--- config.mk ---
export PLATFORM = sky130hd
export DESIGN_NAME = frame_buffers_ring_controller
export DESIGN_NICKNAME = d
export VERILOG_FILES = /design/src/rtl/frame_buffers_ring_controller.sv
export SDC_FILE = /design/constraint.sdc
export NUM_CORES = 1
export LEC_CHECK = 0
export ABC_AREA = 0
export CORE_MARGIN = 5
export CORE_UTILIZATION = 55
export CTS_CLUSTER_SIZE = 20
export DETAILED_ROUTE_END_ITERATION = 8
export PLACE_DENSITY = 0.82
export SLEW_MARGIN = 20
export SYNTH_ARGS = -nofsm -noshare
export SYNTH_HDL_FRONTEND = slang
export SYNTH_SLANG_ARGS = --single-unit
--- constraint.sdc ---
create_clock -name i_clk -period 6.6 [get_ports i_clk]
set_clock_uncertainty 0.05 [all_clocks]
set_input_delay 0.66 -clock i_clk [delete_from_list [all_inputs] [get_ports i_clk]]
set_output_delay 0.66 -clock i_clk [all_outputs]
set_load 0.02 [all_outputs]
--- src/rtl/frame_buffers_ring_controller.sv ---
// Multi-buffer frame controller: hands the rasteriser a target buffer, queues finished
// frames in order and promotes the oldest one to scan-out once per swap window.
module frame_buffers_ring_controller #(
    parameter int unsigned  NUM_BUFFERS = 3,
    localparam int unsigned IDX_W       = (NUM_BUFFERS > 2) ? $clog2(NUM_BUFFERS) : 1
) (
    input  logic             i_clk,
    input  logic             i_srst,
    input  logic             i_raster_in_progress,
    input  logic             i_frame_buffer_swap_allowed,
    input  logic             i_drop_mode,
    output logic             o_new_frame,
    output logic [IDX_W-1:0] o_rasterization_target,
    output logic [IDX_W-1:0] o_display_source,
    output logic [IDX_W:0]   o_pending_count,
    output logic             o_swap,
    output logic             o_frame_dropped
);

    localparam int unsigned CNT_W  = IDX_W + 1;
    localparam int unsigned PEND_D = (NUM_BUFFERS > 2) ? NUM_BUFFERS - 2 : 1;

    localparam logic [1:0] ST_FRAME_READY        = 2'd0;
    localparam logic [1:0] ST_RASTER_IN_PROGRESS = 2'd1;
    localparam logic [1:0] ST_FRAME_FINISHED     = 2'd2;

    logic [1:0]             state_q, state_d;
    logic [IDX_W-1:0]       target_q, target_d;
    logic [IDX_W-1:0]       display_q, display_d;
    logic [IDX_W-1:0]       pend_q [PEND_D];
    logic [IDX_W-1:0]       pend_d [PEND_D];
    logic [CNT_W-1:0]       cnt_q, cnt_d;
    logic [NUM_BUFFERS-1:0] free_q, free_d;
    logic                   armed_q, armed_d;
    logic                   new_frame_q, new_frame_d;
    logic                   swap_q, swap_d;
    logic                   dropped_q, dropped_d;

    logic                   swap_perm;
    logic                   disp_swap;
    logic                   free_any;
    logic [IDX_W-1:0]       low_free;
    logic                   alloc;
    logic                   push;
    logic                   pop_drop;
    logic                   pp_swap;
    logic                   pop;
    logic [CNT_W-1:0]       wr_idx;

    // Lowest-index free buffer for the next rasteriser target.
    always_comb begin
        low_free = '0;
        for (int i = NUM_BUFFERS - 1; i >= 0; i--) begin
            if (free_q[i]) low_free = IDX_W'(i);
        end
    end

    assign free_any  = |free_q;
    assign swap_perm = i_frame_buffer_swap_allowed && armed_q;
    assign disp_swap = swap_perm && (cnt_q != '0);

    // Next-state logic: FSM, display promotion, pending FIFO and free pool.
    always_comb begin
        state_d     = state_q;
        target_d    = target_q;
        display_d   = display_q;
        free_d      = free_q;
        armed_d     = armed_q;
        dropped_d   = 1'b0;
        alloc       = 1'b0;
        push        = 1'b0;
        pop_drop    = 1'b0;
        pp_swap     = 1'b0;

        case (state_q)
            ST_FRAME_READY: begin
                if (i_raster_in_progress) state_d = ST_RASTER_IN_PROGRESS;
            end
            ST_RASTER_IN_PROGRESS: begin
                if (!i_raster_in_progress) state_d = ST_FRAME_FINISHED;
            end
            ST_FRAME_FINISHED: begin
                if (free_any) begin
                    alloc    = 1'b1;
                    push     = 1'b1;
                    target_d = low_free;
                    state_d  = ST_FRAME_READY;
                end else if ((cnt_q != '0) && i_drop_mode && !disp_swap) begin
                    // Recycle the oldest pending frame as the new target.
                    pop_drop  = 1'b1;
                    push      = 1'b1;
                    target_d  = pend_q[0];
                    dropped_d = 1'b1;
                    state_d   = ST_FRAME_READY;
                end else if ((cnt_q == '0) && swap_perm) begin
                    pp_swap   = 1'b1;
                    display_d = target_q;
                    target_d  = display_q;
                    state_d   = ST_FRAME_READY;
                end
            end
            default: state_d = ST_FRAME_READY;
        endcase

        if (disp_swap) display_d = pend_q[0];

        for (int i = 0; i < NUM_BUFFERS; i++) begin
            if (alloc && (low_free == IDX_W'(i))) free_d[i] = 1'b0;
            if (disp_swap && (display_q == IDX_W'(i))) free_d[i] = 1'b1;
        end

        pop    = disp_swap || pop_drop;
        wr_idx = cnt_q - CNT_W'(pop);
        for (int i = 0; i < PEND_D; i++) begin
            pend_d[i] = pop ? pend_q[(i + 1 < PEND_D) ? i + 1 : i] : pend_q[i];
            if (push && (CNT_W'(i) == wr_idx)) pend_d[i] = target_q;
        end
        cnt_d = cnt_q + CNT_W'(push) - CNT_W'(pop);

        if (!i_frame_buffer_swap_allowed) armed_d = 1'b1;
        else if (disp_swap || pp_swap)    armed_d = 1'b0;

        swap_d      = disp_swap || pp_swap;
        new_frame_d = (state_d == ST_FRAME_READY);
    end

    always_ff @(posedge i_clk) begin
        if (i_srst) begin
            state_q     <= ST_FRAME_READY;
            target_q    <= '0;
            display_q   <= IDX_W'(1);
            cnt_q       <= '0;
            armed_q     <= 1'b1;
            new_frame_q <= 1'b1;
            swap_q      <= 1'b0;
            dropped_q   <= 1'b0;
            for (int i = 0; i < NUM_BUFFERS; i++) free_q[i] <= (i >= 2);
            for (int i = 0; i < PEND_D; i++) pend_q[i] <= '0;
        end else begin
            state_q     <= state_d;
            target_q    <= target_d;
            display_q   <= display_d;
            cnt_q       <= cnt_d;
            armed_q     <= armed_d;
            new_frame_q <= new_frame_d;
            swap_q      <= swap_d;
            dropped_q   <= dropped_d;
            free_q      <= free_d;
            for (int i = 0; i < PEND_D; i++) pend_q[i] <= pend_d[i];
        end
    end

    assign o_new_frame            = new_frame_q;
    assign o_rasterization_target = target_q;
    assign o_display_source       = display_q;
    assign o_pending_count        = cnt_q;
    assign o_swap                 = swap_q;
    assign o_frame_dropped        = dropped_q;

endmodule
==> metrics, run 1 <==
final setup vio count=0; P_leak=between 0.4 and 0.5 nW; final core occ=71.8%; WS Path Type=in2reg; status=finished clean; Fin. Hold Viols=0; antenna cells=0; Vias=790; CTS tree=built; final WL=2040 um; Core Region=between 1500 and 2000 um2; first-pass GRT wire length=between 3000 and 4000 um; vias in the first global route=740; # IOs=15; cell row count=14; Setup TNS=0 ns; initial antenna violation count=0; Slew Viols, Final=0; starting density of the core=between 50% and 60%; share of cells above drive strength 1=11.1%; H-tree levels=1; Max-Cap Viols=0; post-cts resize count=0; placed insts=approximately 130; average size of a mapped cell=9.22 um2; initial drt markers=42; footprint of the multi-input gates=533 um2; number of antenna-violating nets in the routed design=0; CP required=around 6.7 ns; Die H=slightly above 50 um; number of post-CTS setup repair buffers=0; Seq cells post-synth=18; Yosys top cell area share=38.7%; Mapped Area=931 um2; CTS root buf=clkbuf_4; Synth Instances=between 100 and 150; final hold slack=roughly 0.44 ns; GP Congestion=between 0.8 and 0.9; DPL Wire Length=about 1500 um; Worst-path clk slew=~0.10 ns; peak supply drop=222 uV; Cell Pwr Density=about 360 nW/um2; chip width=between 50 and 60 um; Synthesized Nets=between 100 and 150; unrepaired setup endpoints after global routing=false; vias per cell=about 5.9; critical path peak fanout=7; final std cells w/o fill=about 130; worst reg2reg startpoint=o_pending_count[2]; main area contributors after synthesis=dfxtp_1 39%, nand2_1 5.2%, ha_1 4.0%; Worst Hold Depth=2; CP endpoint kind=flop; area leader, netlist=dfxtp_1; DRT Pass-1 Iters=4; Yosys Warn Count=0; All-Layer GR Usage=between 15 and 20%; Final nets=between 100 and 150; Hold-fix buffers, CTS=0; clk buf depth=2; PortBufs=14; gr ovfl total=0; R2R depth=9; DRC violations left=0; Clock Sink Count=18; register area=between 300 and 400 um2; CTS buffer count=3; Worst Max-Slew Pin Slew=a little under 0.6 ns; WL/cell=roughly 15 um; crit path launch type=primary input; sequential area share after synthesis=about two fifths; P&R area growth vs syn=20.3%; Setup Slack @ Placement=between 3 and 4 ns; later-pin clock latency in the skew report=0.30 ns; HP Class=reg2reg; slew margin rel.=60.6%; Setup crit start=i_frame_buffer_swap_allowed; fillers=120; HP Start=pend_q[0][0]; Max Fclk=about 340 MHz; synth unique cells=39; Worst Path Arrival=slightly above 3 ns; largest net degree at the start of global routing=16; DIE AREA=about 2600 um2; final period utilization=between 40% and 50%; minimum clock period=around 2.9 ns; final worst slack=roughly 3.7 ns
## metal layers
metal	track usage [%]	up-vias	routed length [um]
met5	0	-	0
met1	21.8	360	912
met4	9.87	0	41
li1	-	390	-
met3	4.36	5	150
met2	26.6	35	932
## layout make-up
type | instances | share of cell area [%]
multi-input cells | 73 | 47.6
repair buffers | 14 | 12.5
inverters | 8 | 2.68
flip-flops and latches | 18 | 32.2
clock buffers | 4 | 3.24
well taps | 16 | 1.79
## report_power, final
| part | switching [W] | total (W) | internal, W |
|---|---|---|---|
| registers | 0.0000284 | 0.000156 | 0.000128 |
| clock network | 0.0000354 | 0.0000691 | 0.0000337 |
| logic | 0.000101 | 0.000182 | 0.0000816 |
| total | 0.000165 | 0.000408 | 0.000243 |
## synthesized netlist by cell type
library cell	n
dfxtp_1	18
nand2_1	13
inv_1	8
nor2_1	7
a21oi_1	4
nor3_1	4
o21ai_0	4
ha_1	3
mux2i_1	3
nor2b_1	3
a21o_1	2
clkbuf_1	2
nand3_1	2
o21bai_1	2
xnor2_1	2
a2111oi_4	1
a211oi_1	1
a21bo_2	1
a311oi_1	1
fa_1	1
mux2_4	1
nand2b_1	1
nand3_4	1
nor3_2	1
nor3b_1	1
nor4b_1	1
o2111ai_1	1
o211ai_1	1
o21a_1	1
o22ai_1	1
o311a_1	1
o311ai_1	1
o311ai_2	1
o32ai_1	1
or2_2	1
or3_1	1
or3_4	1
or3b_2	1
xor2_1	1
## cell families (layout without fill, tap and decap cells)
group                    count (synthesis)  count (layout)  synth area share (%)
AND/OR/NAND/NOR                         38              38                  22.2
AO/OA/AOI/OAI                           24              24                  21.2
flip-flops                              18              18                  38.7
buffers and inverters                   10              26                  4.03
adder cells (fa/ha/maj)                  4               4                  6.18
multiplexers                             4               4                  4.84
XOR/XNOR                                 3               3                  2.82
## state kept, by name (all words and copies together), names as in the netlist
| name | count |
|---|---|
| pend_q | 2 |
| o_rasterization_target | 2 |
| o_frame_dropped | 1 |
| armed_q | 1 |
| state_q | 2 |
| free_q | 3 |
| o_pending_count | 3 |
| o_display_source | 2 |
| o_new_frame | 1 |
| o_swap | 1 |
## layout by cell type, fill, tap and decap left out, drive strengths merged
cell and instances:
o21a 1, nand2b 1, o211ai 1, nor3 5, a2111oi 1, o22ai 1, o32ai 1, nand3 3
or3b 1, or3 2, a211oi 1, o311a 1, or2 1, o311ai 2, nor2b 3, o21ai 4
a21oi 4, dfxtp 18, a21o 2, clkdlybuf4s50 14, nor2 7, a311oi 1, mux2i 3, nor4b 1
ha 3, nor3b 1, xnor2 2, a21bo 1, nand2 13, xor2 1, fa 1, o21bai 2
mux2 1, clkbuf 4, inv 8, o2111ai 1
## path summary, 6_finish.rpt
check                             to  slack, ns
setup / recovery  o_pending_count[2]       3.69
hold / removal          pend_q[0][0]       0.44
setup reg to reg  o_pending_count[2]       3.84
hold reg to reg         pend_q[0][0]       0.44
## critical path, cell delays in order
cell and delay (ns):
clkdlybuf4s50_1 0.53, nand2_1 0.19, nand3_4 0.18, o21ai_0 0.14, ha_1 0.34, inv_1 0.04, ha_1 0.18, fa_1 0.38
xnor2_1 0.20, xnor2_1 0.14, nor2_1 0.05
## per-stage QoR
stage               total power (W)  cell area (um2)
finish                     0.000408             1120
global placement           0.000330             1080
CTS                        0.000409             1120
floorplan                  0.000280              931
global route               0.000437             1120
detailed placement         0.000339             1080
Power figures use the tool's default switching activity.
==> run 2, diff against run 1 <==
- CORE_UTILIZATION: 55 -> 51
- PLACE_DENSITY: 0.82 -> 0.77
- clock period: 6.6 -> 2.9 ns (I/O delays scaled with it)
==> run 2 against run 1 <==
Against the previous run: total power is 130% higher; worst hold slack better by 0.00067 ns; combinational power is 140% higher; first-iteration DRC count is 38% lower; core utilization is 4.4 points lower; design area is 3.9% higher; critical path depth is 1 lower; via count is 3.9% higher; critical path type is now reg2reg; clock-buffer cell count stayed put.
==> metrics, run 2 (synthesis gave the netlist of run 1 again) <==
status=finished clean; chip width=52.7 um (+3.1%); cell row count=15 (+1); starting density of the core=53.9% (-5.8 points); Max Fclk=approximately 380 MHz; HP Class=reg2reg; initial drt markers=26 (-38%); top layer in use=met4; Fin. Hold Viols=0 (unchanged); Cell Pwr Density=818 nW/um2 (+120%); R2R depth=10 (+1); clk buf depth=2 (unchanged); Clock Sink Count=18 (unchanged); slew margin rel.=63.0% (+2.5 points); DRC violations left=0 (unchanged); Slew Viols, Final=0 (unchanged); share of cells above drive strength 1=13.3% (+2.2 points); commonest non-fill, non-tap cell in the layout=dfxtp_1; DPL Wire Length=1560 um (+2.0%); PortBufs=14 (unchanged); first-pass GRT wire length=3620 um (+8.9%); Critical Path Max Stage Delay=0.45 ns (-0.08 ns); final WL=2090 um (+2.6%); CP Cell Sequence=or3_4, nand3_4, o21ai_0, ha_1, inv_1, ha_1, fa_1, xnor2_1, xnor2_1, nor2_1; CP endpoint kind=flop; # IOs=15 (unchanged); Vias=821 (+3.9%); crit path launch type=flop; final setup vio count=0 (unchanged); Worst Max-Slew Pin Slew=0.553 ns (-0.0380 ns); HP Start=state_q[1]; H-tree levels=1 (unchanged); DRT Pass-1 Iters=4 (unchanged); Worst Path Arrival=2.77 ns (-0.27 ns); Reg2Reg Capture Point=o_pending_count[2]; Worst-path clk slew=0.11 ns (about the same); CP max-delay cell=or3_4; GP Congestion=0.824 (-5.9%); gr ovfl total=0 (unchanged); initial antenna violation count=0 (unchanged); fillers=145 (+21%); M1 WL=891 um (-2.3%); vias in the first global route=821 (+11%); worst reg2reg startpoint=o_pending_count[2]; Tot Pwr=0.000952 W (+130%); Worst Hold Depth=1 (-1); met3 routed WL=133 um (-11%); Die H=52.7 um (+3.1%); critical path peak fanout=6 (-1); CP required=3.03 ns (-3.70 ns); CTS buffer count=3 (unchanged); Core Region=1730 um2 (+11%); Setup TNS=0 ns (unchanged); All-Layer GR Usage=17.5% (+0.29 points); peak supply drop=573 uV (+160%); WL/cell=14.4 um (-5.9%); most frequent cells in the layout=18 x dfxtp_1, 14 x clkdlybuf4s50_1, 13 x nand2_1; minimum clock period=2.64 ns; Max-Cap Viols=0 (unchanged); later-pin clock latency in the skew report=0.30 ns (about the same); CTS tree=built; antenna cells=0 (unchanged); largest net degree at the start of global routing=16 (unchanged); Final nets=130 (+2.4%); vias per cell=5.66 (-4.7%); P&R area growth vs syn=25.0%; CTS root buf=clkbuf_4; Setup crit start=o_pending_count[2]; DIE AREA=2780 um2 (+6.3%); cell family with most CP delay=adder cells; CP Buf/Inv Count=1 (-1); WS Path Type=reg2reg; met2 WL=1050 um (+13%); R2R setup slack=0.26 ns (-3.58 ns); unrepaired setup endpoints after global routing=false; number of antenna-violating nets in the routed design=0 (unchanged); P_leak=0.446 nW (+3.9%); Hold Crit Endpoint=state_q[0]; final period utilization=90.9%
[run 2: cell types whose count changed in the layout (fill, tap and decap cells not counted), sizes merged]
cell  delta
buf      +3
[run 2: cell type report]
cell class	count	area [um2]	area share, %
Clock buffer	4	36.3	3.12
Inverter	8	30.0	2.58
Tap cell	25	31.3	2.69
Multi-Input combinational cell	73	543	46.7
Sequential cell	18	360	31.0
Timing Repair Buffer	17	163	14.0
[run 2: how the worst max path moves through the flow]
stage,end,slack (ns),cells past startpoint
6_report,o_pending_count[2],0.26,10
2_1_floorplan,o_pending_count[2],0.37,10
5_1_grt,o_pending_count[2],0.09,10
3_3_place_gp,o_pending_count[2],0.22,11
3_5_place_dp,o_pending_count[2],0.14,11
4_1_cts,o_pending_count[2],0.12,9
[run 2: layer usage]
| layer | global-route usage, % | vias up |
|---|---|---|
| li1 | - | 398 |
| met1 | 21.6 | 398 |
| met2 | 29.8 | 23 |
| met3 | 5.13 | 2 |
| met4 | 3.83 | 0 |
| met5 | 0 | - |
[run 2: power breakdown]
part | total [W] | leakage (nW) | internal (W) | switching (W)
Clock | 0.000159 | 0.0210 | 0.0000766 | 0.0000828
Combinational | 0.000435 | 0.277 | 0.000197 | 0.000238
Sequential | 0.000358 | 0.147 | 0.000291 | 0.0000663
[run 2: what timing repair did]
item	in CTS	in global routing
setup buffers	0	0
hold buffers	0	0
endpoints found under the setup margin	0	1
gates resized for setup	0	1
[run 2: metrics by stage]
| stage | util, % | instances | hold slack (ns) | setup WS [ns] | area (um2) |
|---|---|---|---|---|---|
| finish | 67.4 | 145 | 0.438 | 0.263 | 1160 |
| global route | 67.4 | 145 | 0.466 | 0.0876 | 1160 |
| CTS | 66.8 | 145 | 0.437 | 0.120 | 1150 |
| detailed placement | 64.7 | 141 | 0.420 | 0.136 | 1120 |
| global placement | 64.7 | 141 | 0.406 | 0.222 | 1120 |
| floorplan | - | 101 | 0.312 | 0.370 | 931 |
